[src/rtl/hs_deserializer_pkg.sv]
// ============================================================================
// hs_deserializer_pkg : shared defaults and FSM state type for hs_deserializer
// Revision 1.0
// ============================================================================
`default_nettype none

package hs_deserializer_pkg;

  localparam int unsigned c_def_width = 8;
  localparam int unsigned c_def_depth = 4;

  typedef enum logic [0:0] {
    IDLE = 1'b0,
    HOLD = 1'b1
  } state_t;

endpackage

`default_nettype wire

[src/rtl/hs_deserializer_sync_fifo.sv]
// ============================================================================
// sync_fifo : single-clock word FIFO with occupancy count, head word zeroed when empty
// Revision 1.0
// ============================================================================
`default_nettype none

module sync_fifo #(
  parameter int unsigned WIDTH = 8,
  parameter int unsigned DEPTH = 4
) (
  input  logic                     clk,
  input  logic                     rst,
  input  logic                     i_push,
  input  logic [WIDTH-1:0]         i_push_data,
  input  logic                     i_pop,
  output logic [WIDTH-1:0]         o_pop_data,
  output logic                     o_full,
  output logic                     o_empty,
  output logic [$clog2(DEPTH):0]   o_level
);

  localparam int unsigned      c_aw       = $clog2(DEPTH);
  localparam logic [c_aw:0]    c_full_lvl = (c_aw+1)'(DEPTH);

  logic [WIDTH-1:0] r_mem [DEPTH];
  logic [c_aw-1:0]  r_wr_ptr;
  logic [c_aw-1:0]  r_rd_ptr;
  logic [c_aw:0]    r_level;
  logic             w_do_push;
  logic             w_do_pop;

  assign o_full    = (r_level == c_full_lvl);
  assign o_empty   = (r_level == '0);
  assign o_level   = r_level;
  assign w_do_push = i_push && !o_full;
  assign w_do_pop  = i_pop && !o_empty;
  assign o_pop_data = o_empty ? '0 : r_mem[r_rd_ptr];

  always_ff @(posedge clk) begin
    if (w_do_push) begin
      r_mem[r_wr_ptr] <= i_push_data;
    end
  end

  // Pointers are exactly log2(DEPTH) wide, so increment wraps modulo DEPTH.
  always_ff @(posedge clk) begin
    if (!rst) begin
      r_wr_ptr <= '0;
      r_rd_ptr <= '0;
      r_level  <= '0;
    end else begin
      if (w_do_push) r_wr_ptr <= r_wr_ptr + 1'b1;
      if (w_do_pop)  r_rd_ptr <= r_rd_ptr + 1'b1;
      case ({w_do_push, w_do_pop})
        2'b10:   r_level <= r_level + 1'b1;
        2'b01:   r_level <= r_level - 1'b1;
        default: r_level <= r_level;
      endcase
    end
  end

endmodule

`default_nettype wire

[src/rtl/hs_deserializer.sv]
// ============================================================================
// hs_deserializer : 4-phase serial handshake receiver assembling LSB-first words into a FIFO
// Revision 1.0
// ============================================================================
`default_nettype none

module hs_deserializer
  import hs_deserializer_pkg::*;
#(
  parameter int unsigned WIDTH = c_def_width,
  parameter int unsigned DEPTH = c_def_depth
) (
  input  logic                   clk,
  input  logic                   rst,
  input  logic                   send,
  input  logic                   data,
  output logic                   ack,
  output logic [WIDTH-1:0]       out_data,
  output logic                   out_valid,
  input  logic                   out_ready,
  output logic [$clog2(DEPTH):0] level
);

  localparam int unsigned      c_cw   = $clog2(WIDTH);
  localparam logic [c_cw-1:0]  c_last = c_cw'(WIDTH - 1);

  logic             r_send_s1, r_send_s2;
  logic             r_data_s1, r_data_s2;
  state_t           r_state, w_next_state;
  logic             r_ack;
  logic [c_cw-1:0]  r_bit_cnt;
  logic [WIDTH-1:0] r_shift;
  logic [WIDTH-1:0] w_word;
  logic             w_full, w_empty, w_accept, w_capture, w_push;

  always_ff @(posedge clk) begin
    if (!rst) begin
      r_send_s1 <= 1'b0;
      r_send_s2 <= 1'b0;
      r_data_s1 <= 1'b0;
      r_data_s2 <= 1'b0;
    end else begin
      r_send_s1 <= send;
      r_send_s2 <= r_send_s1;
      r_data_s1 <= data;
      r_data_s2 <= r_data_s1;
    end
  end

  always_ff @(posedge clk) begin
    if (!rst) begin
      r_state <= IDLE;
      r_ack   <= 1'b0;
    end else begin
      r_state <= w_next_state;
      r_ack   <= (w_next_state == HOLD);
    end
  end

  // The last bit of a word is only accepted when the FIFO has room for it.
  assign w_accept = !((r_bit_cnt == c_last) && w_full);

  always_comb begin
    w_next_state = r_state;
    case (r_state)
      IDLE:    if (r_send_s2 && w_accept) w_next_state = HOLD;
      HOLD:    if (!r_send_s2)            w_next_state = IDLE;
      default: w_next_state = IDLE;
    endcase
  end

  always_comb begin
    w_capture         = (r_state == IDLE) && (w_next_state == HOLD);
    w_push            = w_capture && (r_bit_cnt == c_last);
    w_word            = r_shift;
    w_word[r_bit_cnt] = r_data_s2;
  end

  always_ff @(posedge clk) begin
    if (!rst) begin
      r_bit_cnt <= '0;
      r_shift   <= '0;
    end else if (w_capture) begin
      if (r_bit_cnt == c_last) begin
        r_bit_cnt <= '0;
        r_shift   <= '0;
      end else begin
        r_bit_cnt <= r_bit_cnt + c_cw'(1);
        r_shift   <= w_word;
      end
    end
  end

  sync_fifo #(
    .WIDTH (WIDTH),
    .DEPTH (DEPTH)
  ) u_fifo (
    .clk         (clk),
    .rst         (rst),
    .i_push      (w_push),
    .i_push_data (w_word),
    .i_pop       (out_ready),
    .o_pop_data  (out_data),
    .o_full      (w_full),
    .o_empty     (w_empty),
    .o_level     (level)
  );

  assign ack       = r_ack;
  assign out_valid = !w_empty;

endmodule

`default_nettype wire

[config.mk]
export PLATFORM = sky130hd
export DESIGN_NAME = hs_deserializer
export DESIGN_NICKNAME = d
export VERILOG_FILES = /design/src/rtl/hs_deserializer_pkg.sv /design/src/rtl/hs_deserializer_sync_fifo.sv /design/src/rtl/hs_deserializer.sv
export SDC_FILE = /design/constraint.sdc
export NUM_CORES = 1
export LEC_CHECK = 0
export CAP_MARGIN = 20
export CORE_UTILIZATION = 55
export DETAILED_ROUTE_END_ITERATION = 10
export DONT_BUFFER_PORTS = 1
export PLACE_DENSITY = 0.7
export SLEW_MARGIN = 20
export SYNTH_ARGS = -nofsm -noshare
export SYNTH_HDL_FRONTEND = slang
export SYNTH_SLANG_ARGS = --single-unit
[constraint.sdc]
create_clock -name clk -period 3.26 [get_ports clk]
set_input_delay 0.978 -clock clk [delete_from_list [all_inputs] [get_ports clk]]
set_output_delay 0.978 -clock clk [all_outputs]
set_load 0.01 [all_outputs]
==> parameters.txt, run 1 <==
Parameter                              Value

Clock network
  Post-cts repair resize count    0
  Clk slew on worst S/H paths    0.06 ns
  Number of CTS-inserted buffers    9
  Setup Buffers After CTS    0
  Count of hold-fix buffers inserted at cts    0
  CTS tree    yes
  H-tree levels    3
  Longest Clk Path Bufs    2
  Root Buffer    clkbuf_8
  Clock Sinks    57
  Clock latency at the later pin of the worst-skew pair    0.33 ns

Critical path
  Sort of element at the end of the critical path    output pin
  Combined buffer and inverter count along the critical path    0
  Maximum fanout along the worst path    8
  CP cell instances    mux4_2 -> nor2b_1
  R2R cell count    11
  Largest delay share family, worst path    flip-flops
  Stages on the worst setup path    2
  Launch instance of the worst register-to-register path    r_bit_cnt[0]
  Internal reg-to-reg setup slack    around 0.65 ns
  WP data arrival    between 1.5 and 2 ns
  Reg-to-Reg End    u_fifo.o_level[2]
  Kind of start point of the critical path    flop
  Maximum cell stage delay along the critical path    about 0.66 ns
  Required time reported for the critical path endpoint    about 2.3 ns
  Critical Setup Path Class    reg -> out
  Worst path slowest cell    dfxtp_1

Detailed routing
  1st-iter DRT viols    100
  Total wirelength of the detailed-routed design    about 4300 um
  Average wire length per cell after detail routing    roughly 17 um
  Total via count in the routed design    between 1,500 and 2,000
  Per-cell via count in the routed design    between 5 and 6
  Residual DRC count    2
  Detailed-routing iteration count for the pre-antenna-repair pass    7
  Number of nets with antenna violations after detailed routing    0

Floorplanning
  Overall die area    4985 um2
  Number of rows created at floorplan    24
  Area of the placeable core    around 4400 um2
  IO Pins    18
  Die X-Extent    70.61 um
  Initial core utilization    approximately three fifths
  Height of the die    70.61 um

STA
  Final count of pins violating max slew    0
  Final count of negative-setup-slack endpoints    0
  Slew headroom    a little under three fifths
  Worst Hold Margin    around 0.44 ns
  Min cycle time layout    around 2.7 ns
  Worst slew pin tran    approximately 0.65 ns
  Achievable clock frequency    between 300 and 400 MHz
  Fin crit share    between 80% and 90%
  Worst clock skew on the final layout    0.006214 ns
  Unrepaired setup endpoints after global routing    false
  Summed negative setup slack over all endpoints    0 ns
  Number of endpoints with negative hold slack in the final report    0

Synthesis
  Synth async-reset ratio    0%
  Count of distinct cell types in the synthesized netlist    40
  Count of yosys warnings during synthesis    0
  Number of synthesized flops with an enable pin    32
  Largest area contributor in the netlist    edfxtp_1
  Total nets after synthesis    around 210
  Share of synthesized area occupied by flip-flops and latches    a little under three fifths
  Cell area after technology mapping    2589 um2
  Gate count of the mapped netlist    201
  Area contributors post-synth    edfxtp_1, dfxtp_1, mux4_2
  Synth top area share    between 30 and 40%
  Flip-flop and latch count after synthesis    between 50 and 60
  Primary flip-flop cell chosen by synthesis mapping    edfxtp_1
  Post-synthesis area per instance    approximately 13 um2

Final layout
  Share of post-route cells with drive strength above 1    approximately 17%
  Layout area overhead    7.443%
  Leading cell types in the layout, fill and taps excluded    edfxtp_1, dfxtp_1, nor2b_1
  Count of nets after finishing    around 210
  Most common library cell in the layout ignoring fill and taps    edfxtp_1
  Layout Cell Area excl Fill    2781 um2
  Ant. Diodes    0
  Finished Layout Cells    approximately 260

Placed design
  Routability Congestion    between 0.7 and 0.8
  Cell area after placement    about 2600 um2
  Post-detail-place hpwl    approximately 2900 um
  Placed Instances    241
  IO Port Bufs    0

Outcome
  Status    finished, violations left
  Violations in the final reports    DRC

Global route
  Initial antenna violation count    0
  Wire length of the first global-routing pass    between 7000 and 8000 um
  Pin count of the biggest net entering global routing    20
  Overall track demand over capacity in global routing    between 20% and 30%
  Vias in the first global route    1,547
  GRT overflow    0

Min path
  Hold Path End    r_data_s2
  Start point of the worst hold path    r_data_s1
  Number of cells on the worst hold path    1
  Worst hold path class    reg -> reg

Flow run
  Count of maximum capacitance violations    0

Pwr
  Power density over cell area    514.8 nW/um2
  Overall power of the completed layout    around 1.4 mW
  Leak    a little under 1 nW
  Maximum VDD drop    ~0.35 mV
-- per-layer routing --
layer	share of wire [%]	vias up	track usage [%]	wire, um
li1	-	738	-	-
met5	0	-	0	0
met3	5.1	11	6.980	219
met2	48	42	31.61	2095
met1	44	736	25.44	1909
met4	2.3	0	9.778	101
-- Yosys cell counts, drive strengths merged, types with 3 or more instances --
cell     n
edfxtp  32
dfxtp   25
o21ai   13
nor2b   12
a21oi   11
buf     10
inv      8
mux2     8
mux4     8
ha       7
nor2     7
a31oi    5
nand3    5
nand3b   5
or3b     5
and2     4
and3     4
xor2     4
mux2i    3
nand2    3
nand2b   3
nor3b    3
-- worst reg2reg max path: cells and delay by family, from the launching register on --
| kind | cells | cell delay, ns |
|---|---|---|
| AO/OA/AOI/OAI | 1 | 0.15 |
| XOR/XNOR | 1 | 0.16 |
| adder cells (fa/ha/maj) | 4 | 1.15 |
| buffers and inverters | 2 | 0.12 |
| flip-flops | 1 | 0.41 |
| AND/OR/NAND/NOR | 3 | 0.54 |
-- flip-flops by register name (all words and copies together), names as in the netlist, 2 cells and up, named ones only --
name	flops
u_fifo.r_rd_ptr	2
u_fifo.r_wr_ptr	2
r_shift	8
u_fifo.o_level	3
u_fifo.r_mem	32
r_bit_cnt	3
-- cell families (layout without fill, tap and decap cells) --
kind of cell,Yosys count,in the layout,synth area share (%)
simple gates,59,59,15.18
flops,57,57,56.45
compound gates,33,33,7.153
buf+inv,21,25,3.963
mux,19,19,11.74
fa+ha+maj,8,8,4.156
xor+xnor,4,4,1.353
-- area by class of cell --
type | instances | area [um2]
fillers | 362 | 1663
flip-flops and latches | 57 | 1461
multi-input cells | 123 | 1025
clock buffers | 11 | 141.4
well taps | 52 | 65.06
clock inverters | 5 | 55.05
inverters | 9 | 33.78
-- metrics by stage --
step	util [%]	setup slack, ns
3_5_place_dp	58.16	0.6939
6_report	62.58	0.5476
5_1_grt	62.58	0.3581
2_1_floorplan	-	0.9259
4_1_cts	62.58	0.4816
3_3_place_gp	58.16	0.8160
-- worst max path at each step --
stage,start,slack [ns],end
after detailed placement,r_bit_cnt[0],0.69,u_fifo.o_level[2]
after global routing,r_bit_cnt[0],0.36,u_fifo.o_level[2]
after global placement,r_bit_cnt[0],0.82,u_fifo.o_level[2]
after CTS,flop,0.48,out_data[4]
after floorplan,out_ready,0.93,u_fifo.o_level[2]
final,flop,0.55,out_data[4]
-- power breakdown --
part	total (mW)	leakage, nW	internal, mW	switching (mW)
clock network	0.643	0.0953	0.371	0.273
logic	0.0225	0.393	0.0101	0.0125
registers	0.766	0.498	0.760	0.00623
total	1.43	0.986	1.14	0.291
Power figures use the tool's default switching activity.
==> run 2, diff against run 1 <==
==> constraint.sdc (replaced) <==
create_clock -name clk -period 2.5 [get_ports clk]
set_input_delay 0.75 -clock clk [delete_from_list [all_inputs] [get_ports clk]]
set_output_delay 0.75 -clock clk [all_outputs]
set_load 0.01 [all_outputs]
==> run 2 against run 1 <==
Register-to-register slack worse by 0.45 ns. Critical endpoint is now u_fifo.o_level[2]. Final cell count up 2.3%. Routed wire length up 8.0%. Sequential share of layout area down 0.073 points. Clock power up 5.8%. Non-clock buffer count increased by 6. Clock skew about the same. Largest cell class unchanged. The flow still finishes with violations (DRC).
==> parameters.txt, run 2 (synthesized netlist as in run 1, its figures left out) <==
Parameter                              Value

Detailed routing
  Number of nets with antenna violations after detailed routing    0 (unchanged)
  Detailed-routing iteration count for the pre-antenna-repair pass    7 (unchanged)
  Total via count in the routed design    1,561 (+2.2%)
  1st-iter DRT viols    47 (-53%)
  Residual DRC count    2 (unchanged)
  Total wirelength of the detailed-routed design    4669 um (+8.0%)
  Per-cell via count in the routed design    5.935 (-0.11%)
  Average wire length per cell after detail routing    17.75 um (+5.5%)

Final layout
  Register with the highest flop count    u_fifo.r_mem
  Ant. Diodes    0 (unchanged)
  Layout area overhead    7.685%
  Most common library cell in the layout ignoring fill and taps    edfxtp_1
  Share of post-route cells with drive strength above 1    18.48% (+1.9 points)
  Biggest registers after layout    u_fifo.r_mem (32), r_shift (8)
  Flip-flop count of the largest register after layout    32 (unchanged)
  Finished Layout Cells    263 (+2.3%)
  Layout Cell Area excl Fill    2788 um2 (+0.22%)
  Count of nets after finishing    219 (+2.8%)
  Leading cell types in the layout, fill and taps excluded    edfxtp_1, dfxtp_1, nor2b_1

Clock network
  CTS tree    yes
  Clock latency at the later pin of the worst-skew pair    0.33 ns (about the same)
  H-tree levels    3 (unchanged)
  Setup Buffers After CTS    0 (unchanged)
  Longest Clk Path Bufs    2 (unchanged)
  Root Buffer    clkbuf_8
  Number of CTS-inserted buffers    9 (unchanged)
  Clk slew on worst S/H paths    0.06 ns (about the same)
  Clock Sinks    57 (unchanged)

Global route
  Initial antenna violation count    0 (unchanged)
  Overall track demand over capacity in global routing    21.20% (+0.99 points)
  Pin count of the biggest net entering global routing    20 (unchanged)
  Vias in the first global route    1,567 (+1.3%)
  GRT overflow    0 (unchanged)
  Wire length of the first global-routing pass    7624 um (+3.2%)

Floorplanning
  Overall die area    4985 um2 (unchanged)
  Number of rows created at floorplan    24 (unchanged)
  Height of the die    70.61 um (unchanged)
  Area of the placeable core    4444 um2 (unchanged)
  Initial core utilization    58.25% (unchanged)
  Die X-Extent    70.61 um (unchanged)
  IO Pins    18 (unchanged)

STA
  Unrepaired setup endpoints after global routing    false
  Final count of pins violating max slew    0 (unchanged)
  Slew headroom    62.17% (+5.6 points)
  Worst slew pin tran    0.5639 ns (-0.08459 ns)
  Worst Hold Margin    0.4388 ns (-0.001287 ns)
  Number of endpoints with negative hold slack in the final report    0 (unchanged)
  Worst clock skew on the final layout    0.006485 ns (+0.0002709 ns)
  Summed negative setup slack over all endpoints    0 ns (unchanged)
  Final count of negative-setup-slack endpoints    0 (unchanged)
  Achievable clock frequency    434.9 MHz
  Min cycle time layout    between 2 and 2.5 ns
  Fin crit share    approximately nine tenths

Pwr
  Power density over cell area    613.4 nW/um2 (+19%)
  Maximum VDD drop    0.4855 mV (+39%)
  Leak    1.003 nW (+1.8%)

Placed design
  Placed Instances    247 (+2.5%)
  Post-detail-place hpwl    3154 um (+8.9%)
  Routability Congestion    0.7596 (-2.9%)
  IO Port Bufs    0 (unchanged)
  Cell area after placement    2630 um2 (+1.7%)

Critical path
  Critical Setup Path Class    reg -> reg
  Maximum fanout along the worst path    11 (+3)
  Sort of element at the end of the critical path    flop
  Kind of start point of the critical path    flop
  Required time reported for the critical path endpoint    2.74 ns (+0.46 ns)
  WP data arrival    2.54 ns (+0.81 ns)

Flow run
  Count of maximum capacitance violations    0 (unchanged)

Outcome
  Violations in the final reports    DRC
  Status    finished, violations left

Min path
  Worst hold path class    reg -> reg
-- run 2: changes by cell type in the layout (fill, tap and decap cells not counted) --
cell	previous run	this run
dfxtp_2	0	1
clkbuf_1	1	2
clkinvlp_4	2	0
buf_4	0	6
clkinv_2	2	3
ha_2	0	1
bufinv_16	1	0
ha_1	7	6
dfxtp_1	25	24
clkinv_1	1	3
clkbuf_8	10	9
-- run 2: where the power goes --
group	switching (mW)	internal, mW
clock	0.333	0.347
sequential	0.00653	0.991
combinational	0.0189	0.0140
total	0.358	1.35
-- run 2: worst max-delay path, cell delays in order (launching register included) --
cell and delay [ns]:
dfxtp_2 0.37, ha_1 0.19, ha_1 0.19, nand3b_1 0.12, nor2_1 0.05, inv_1 0.06, ha_2 0.19, inv_1 0.06
fa_1 0.38, xor2_1 0.16, or3_1 0.30, a21oi_1 0.14
-- run 2: worst paths after layout --
kind / startpoint / end / slack [ns] / cells after the start
worst max-delay path: r_bit_cnt[1] / u_fifo.o_level[2] / 0.20 / 11
worst min-delay path: r_send_s1 / r_send_s2 / 0.44 / 1
worst max register to register: r_bit_cnt[1] / u_fifo.o_level[2] / 0.20 / 11
worst min register to register: r_send_s1 / r_send_s2 / 0.44 / 1
-- run 2: repair_timing --
action	in CTS	in global routing
resized for setup	0	2
hold buffers	0	0
setup endpoints to repair	0	1
-- run 2: per-stage QoR --
step	worst slack [ns]	total power, mW	utilization (%)
final	0.2005	1.710	62.73
after global routing	0.008952	1.773	62.73
after CTS	0.1397	1.721	62.64
after detailed placement	0.1559	1.050	59.18
after global placement	0.2578	1.047	59.18
after floorplan	0.2453	1.041	-
-- run 2: metal layers --
layer	share of wire, %	up-vias	GRT usage (%)
met1	45	777	25.02
li1	-	750	-
met4	1.7	0	9.111
met2	50	28	34.41
met5	0	-	0
met3	3.4	6	8.832
-- run 2: area by class of cell --
cell class,count,area (um2)
clock buffers,11,131.4
clock inverters,5,22.52
fillers,343,1657
inverters,9,33.78
multi-input cells,123,1027
flip-flops and latches,57,1463
well taps,52,65.06
repair buffers,6,45.04
==> run 3, diff against run 2 <==
--- a/config.mk
+++ b/config.mk
@@ -10,6 +10,7 @@
 export DETAILED_ROUTE_END_ITERATION = 10
 export DONT_BUFFER_PORTS = 1
 export PLACE_DENSITY = 0.7
+export SKIP_CTS_REPAIR_TIMING = 1
 export SLEW_MARGIN = 20
 export SYNTH_ARGS = -nofsm -noshare
 export SYNTH_HDL_FRONTEND = slang
==> constraint.sdc (replaced) <==
create_clock -name clk -period 2.95 [get_ports clk]
set_input_delay 0.885 -clock clk [delete_from_list [all_inputs] [get_ports clk]]
set_output_delay 0.885 -clock clk [all_outputs]
set_load 0.01 [all_outputs]
==> run 3 against run 2 <==
The run still ends with DRC left. Critical path depth down 9. Clock-buffer cell count down 1. Via count down 2.9%. Cell area down 1.2%. Routed wire length down 8.5%. Global-route usage down 2.0 points. Power down 14%. Combinational power down 25%. Setup slack better by 0.14 ns. Highest routed layer unchanged.
==> parameters.txt, run 3 (synthesized netlist as in run 1, its figures left out) <==
Parameter                              Value

Outcome
  Status    finished, violations left
  Violations in the final reports    DRC

Detailed routing
  Total via count in the routed design    1,515 (-2.9%)
  Average wire length per cell after detail routing    16.57 um (-6.7%)
  Highest routed metal layer    met4
  1st-iter DRT viols    89 (+89%)
  Per-cell via count in the routed design    5.872 (-1.1%)
  Residual DRC count    2 (unchanged)
  Total wirelength of the detailed-routed design    4274 um (-8.5%)
  Detailed-routing iteration count for the pre-antenna-repair pass    7 (unchanged)
  Number of nets with antenna violations after detailed routing    0 (unchanged)
  Detailed-route wire length on metal 1    2031 um (-3.3%)
  Met3 layer wire length in the routed design    174 um (+8.1%)
  Routed wire length on met2    2001 um (-14%)

STA
  Number of endpoints with negative hold slack in the final report    0 (unchanged)
  Min cycle time layout    around 2.6 ns
  Achievable clock frequency    approximately 380 MHz
  Final count of pins violating max slew    0 (unchanged)
  Unrepaired setup endpoints after global routing    false
  Worst clock skew on the final layout    0.007489 ns (+0.001004 ns)
  Slew headroom    56.96% (-5.2 points)
  Summed negative setup slack over all endpoints    0 ns (unchanged)
  Worst slew pin tran    0.6421 ns (+0.07819 ns)
  Fin crit share    approximately nine tenths
  Final count of negative-setup-slack endpoints    0 (unchanged)

Clock network
  Clock latency at the later pin of the worst-skew pair    0.33 ns (about the same)
  H-tree levels    3 (unchanged)
  Number of CTS-inserted buffers    9 (unchanged)
  CTS tree    yes
  Longest Clk Path Bufs    2 (unchanged)
  Clock Sinks    57 (unchanged)
  Clk slew on worst S/H paths    0.06 ns (about the same)
  Root Buffer    clkbuf_8

Floorplanning
  IO Pins    18 (unchanged)
  Die X-Extent    70.61 um (unchanged)
  Overall die area    4985 um2 (unchanged)
  Initial core utilization    58.25% (unchanged)
  Area of the placeable core    4444 um2 (unchanged)
  Number of rows created at floorplan    24 (unchanged)
  Height of the die    70.61 um (unchanged)

Final layout
  Flip-flop count of the largest register after layout    32 (unchanged)
  Most common library cell in the layout ignoring fill and taps    edfxtp_1
  Ant. Diodes    0 (unchanged)
  Fill cells    367 (+7.0%)
  Biggest registers after layout    u_fifo.r_mem (32), r_shift (8)
  Layout area overhead    6.428%
  Area used by sequential logic in the layout    1461 um2 (about the same)
  Register with the highest flop count    u_fifo.r_mem
  Footprint of the multi-input gates    1025 um2 (-0.24%)
  Leading cell types in the layout, fill and taps excluded    edfxtp_1, dfxtp_1, nor2b_1
  Finished Layout Cells    258 (-1.9%)
  Count of nets after finishing    214 (-2.3%)
  Share of post-route cells with drive strength above 1    16.99% (-1.5 points)

Critical path
  Maximum fanout along the worst path    8 (-3)
  Largest delay share family, worst path    flip-flops
  Critical Setup Path Class    reg -> out
  Stages on the worst setup path    2 (-9)
  WP data arrival    1.72 ns (-0.82 ns)
  Maximum cell stage delay along the critical path    0.65 ns (+0.27 ns)
  Reg-to-Reg End    u_fifo.o_level[2]
  Launch instance of the worst register-to-register path    r_bit_cnt[0]
  R2R cell count    11 (unchanged)
  Internal reg-to-reg setup slack    0.55 ns (+0.35 ns)
  Worst path slowest cell    dfxtp_1
  Required time reported for the critical path endpoint    2.07 ns (-0.67 ns)
  Sort of element at the end of the critical path    output pin
  Combined buffer and inverter count along the critical path    0 (-2)
  End point of the critical path    out_data[5]
  CP cell instances    mux4_2 -> nor2b_1
  Kind of start point of the critical path    flop

Pwr
  Leak    0.9779 nW (-2.5%)
  Maximum VDD drop    0.4183 mV (-14%)
  Overall power of the completed layout    1.473 mW (-14%)
  Power density over cell area    534.8 nW/um2 (-13%)

Global route
  Pin count of the biggest net entering global routing    20 (unchanged)
  Wire length of the first global-routing pass    7169 um (-6.0%)
  Vias in the first global route    1,516 (-3.3%)
  Overall track demand over capacity in global routing    19.16% (-2.0 points)
  Initial antenna violation count    0 (unchanged)
  GRT overflow    0 (unchanged)

Placed design
  Post-detail-place hpwl    2847 um (-9.7%)
  IO Port Bufs    0 (unchanged)
  Routability Congestion    0.7141 (-6.0%)
  Placed Instances    242 (-2.0%)

Flow run
  Count of maximum capacitance violations    0 (unchanged)

Min path
  Worst hold path class    reg -> reg
  Number of cells on the worst hold path    1 (unchanged)
run 3: changes by cell type in the layout (fill, tap and decap cells not counted), sizes merged:
cell	change
clkinvlp	+2
buf	-5
clkbuf	-1
clkinv	-1
run 3: worst reg2reg max path, cell delays in order (launching register included):
cell and delay [ns]:
dfxtp_1 0.42, ha_1 0.26, ha_1 0.19, nand3b_1 0.13, nor2_1 0.05, inv_1 0.06, ha_1 0.17, inv_1 0.06
fa_1 0.37, xor2_1 0.16, or3_1 0.31, a21oi_1 0.13
run 3: per-stage QoR:
stage	worst slack (ns)	area, um2	hold WS [ns]	utilization (%)
6_report	0.3451	2755	0.4405	61.99
5_1_grt	0.2165	2755	0.4672	61.99
3_5_place_dp	0.5745	2592	0.4228	58.33
2_1_floorplan	0.6953	2589	0.4118	-
4_1_cts	0.2901	2755	0.4425	61.99
3_3_place_gp	0.6270	2592	0.4199	58.33
run 3: layout make-up:
cell class                      instances  area share [%]
Sequential cell                        57           53.04
Multi-Input combinational cell        123           37.19
Clock buffer                           10           4.632
Tap cell                               52           2.361
Clock inverter                          6           1.272
Inverter                                9           1.226
Timing Repair Buffer                    1          0.2725
run 3: how the worst min path moves through the flow:
| stage | start | end |
|---|---|---|
| final | r_data_s1 | r_data_s2 |
| after global routing | r_data_s1 | r_data_s2 |
| after CTS | r_data_s1 | r_data_s2 |
| after detailed placement | r_send_s1 | r_send_s2 |
| after global placement | r_data_s1 | r_data_s2 |
| after floorplan | r_data_s1 | r_data_s2 |
run 3: report_power, final:
| part | leakage [nW] | switching [mW] | internal [mW] |
|---|---|---|---|
| combinational | 0.398 | 0.0136 | 0.0110 |
| sequential | 0.498 | 0.00710 | 0.839 |
| clock | 0.0818 | 0.305 | 0.298 |
| total | 0.978 | 0.325 | 1.15 |
run 3: layer usage:
metal  track usage (%)  up-vias
li1                  -      736
met1             24.44      740
met2             29.99       31
met5                 0        -
met4             7.778        0
met3             7.123        8
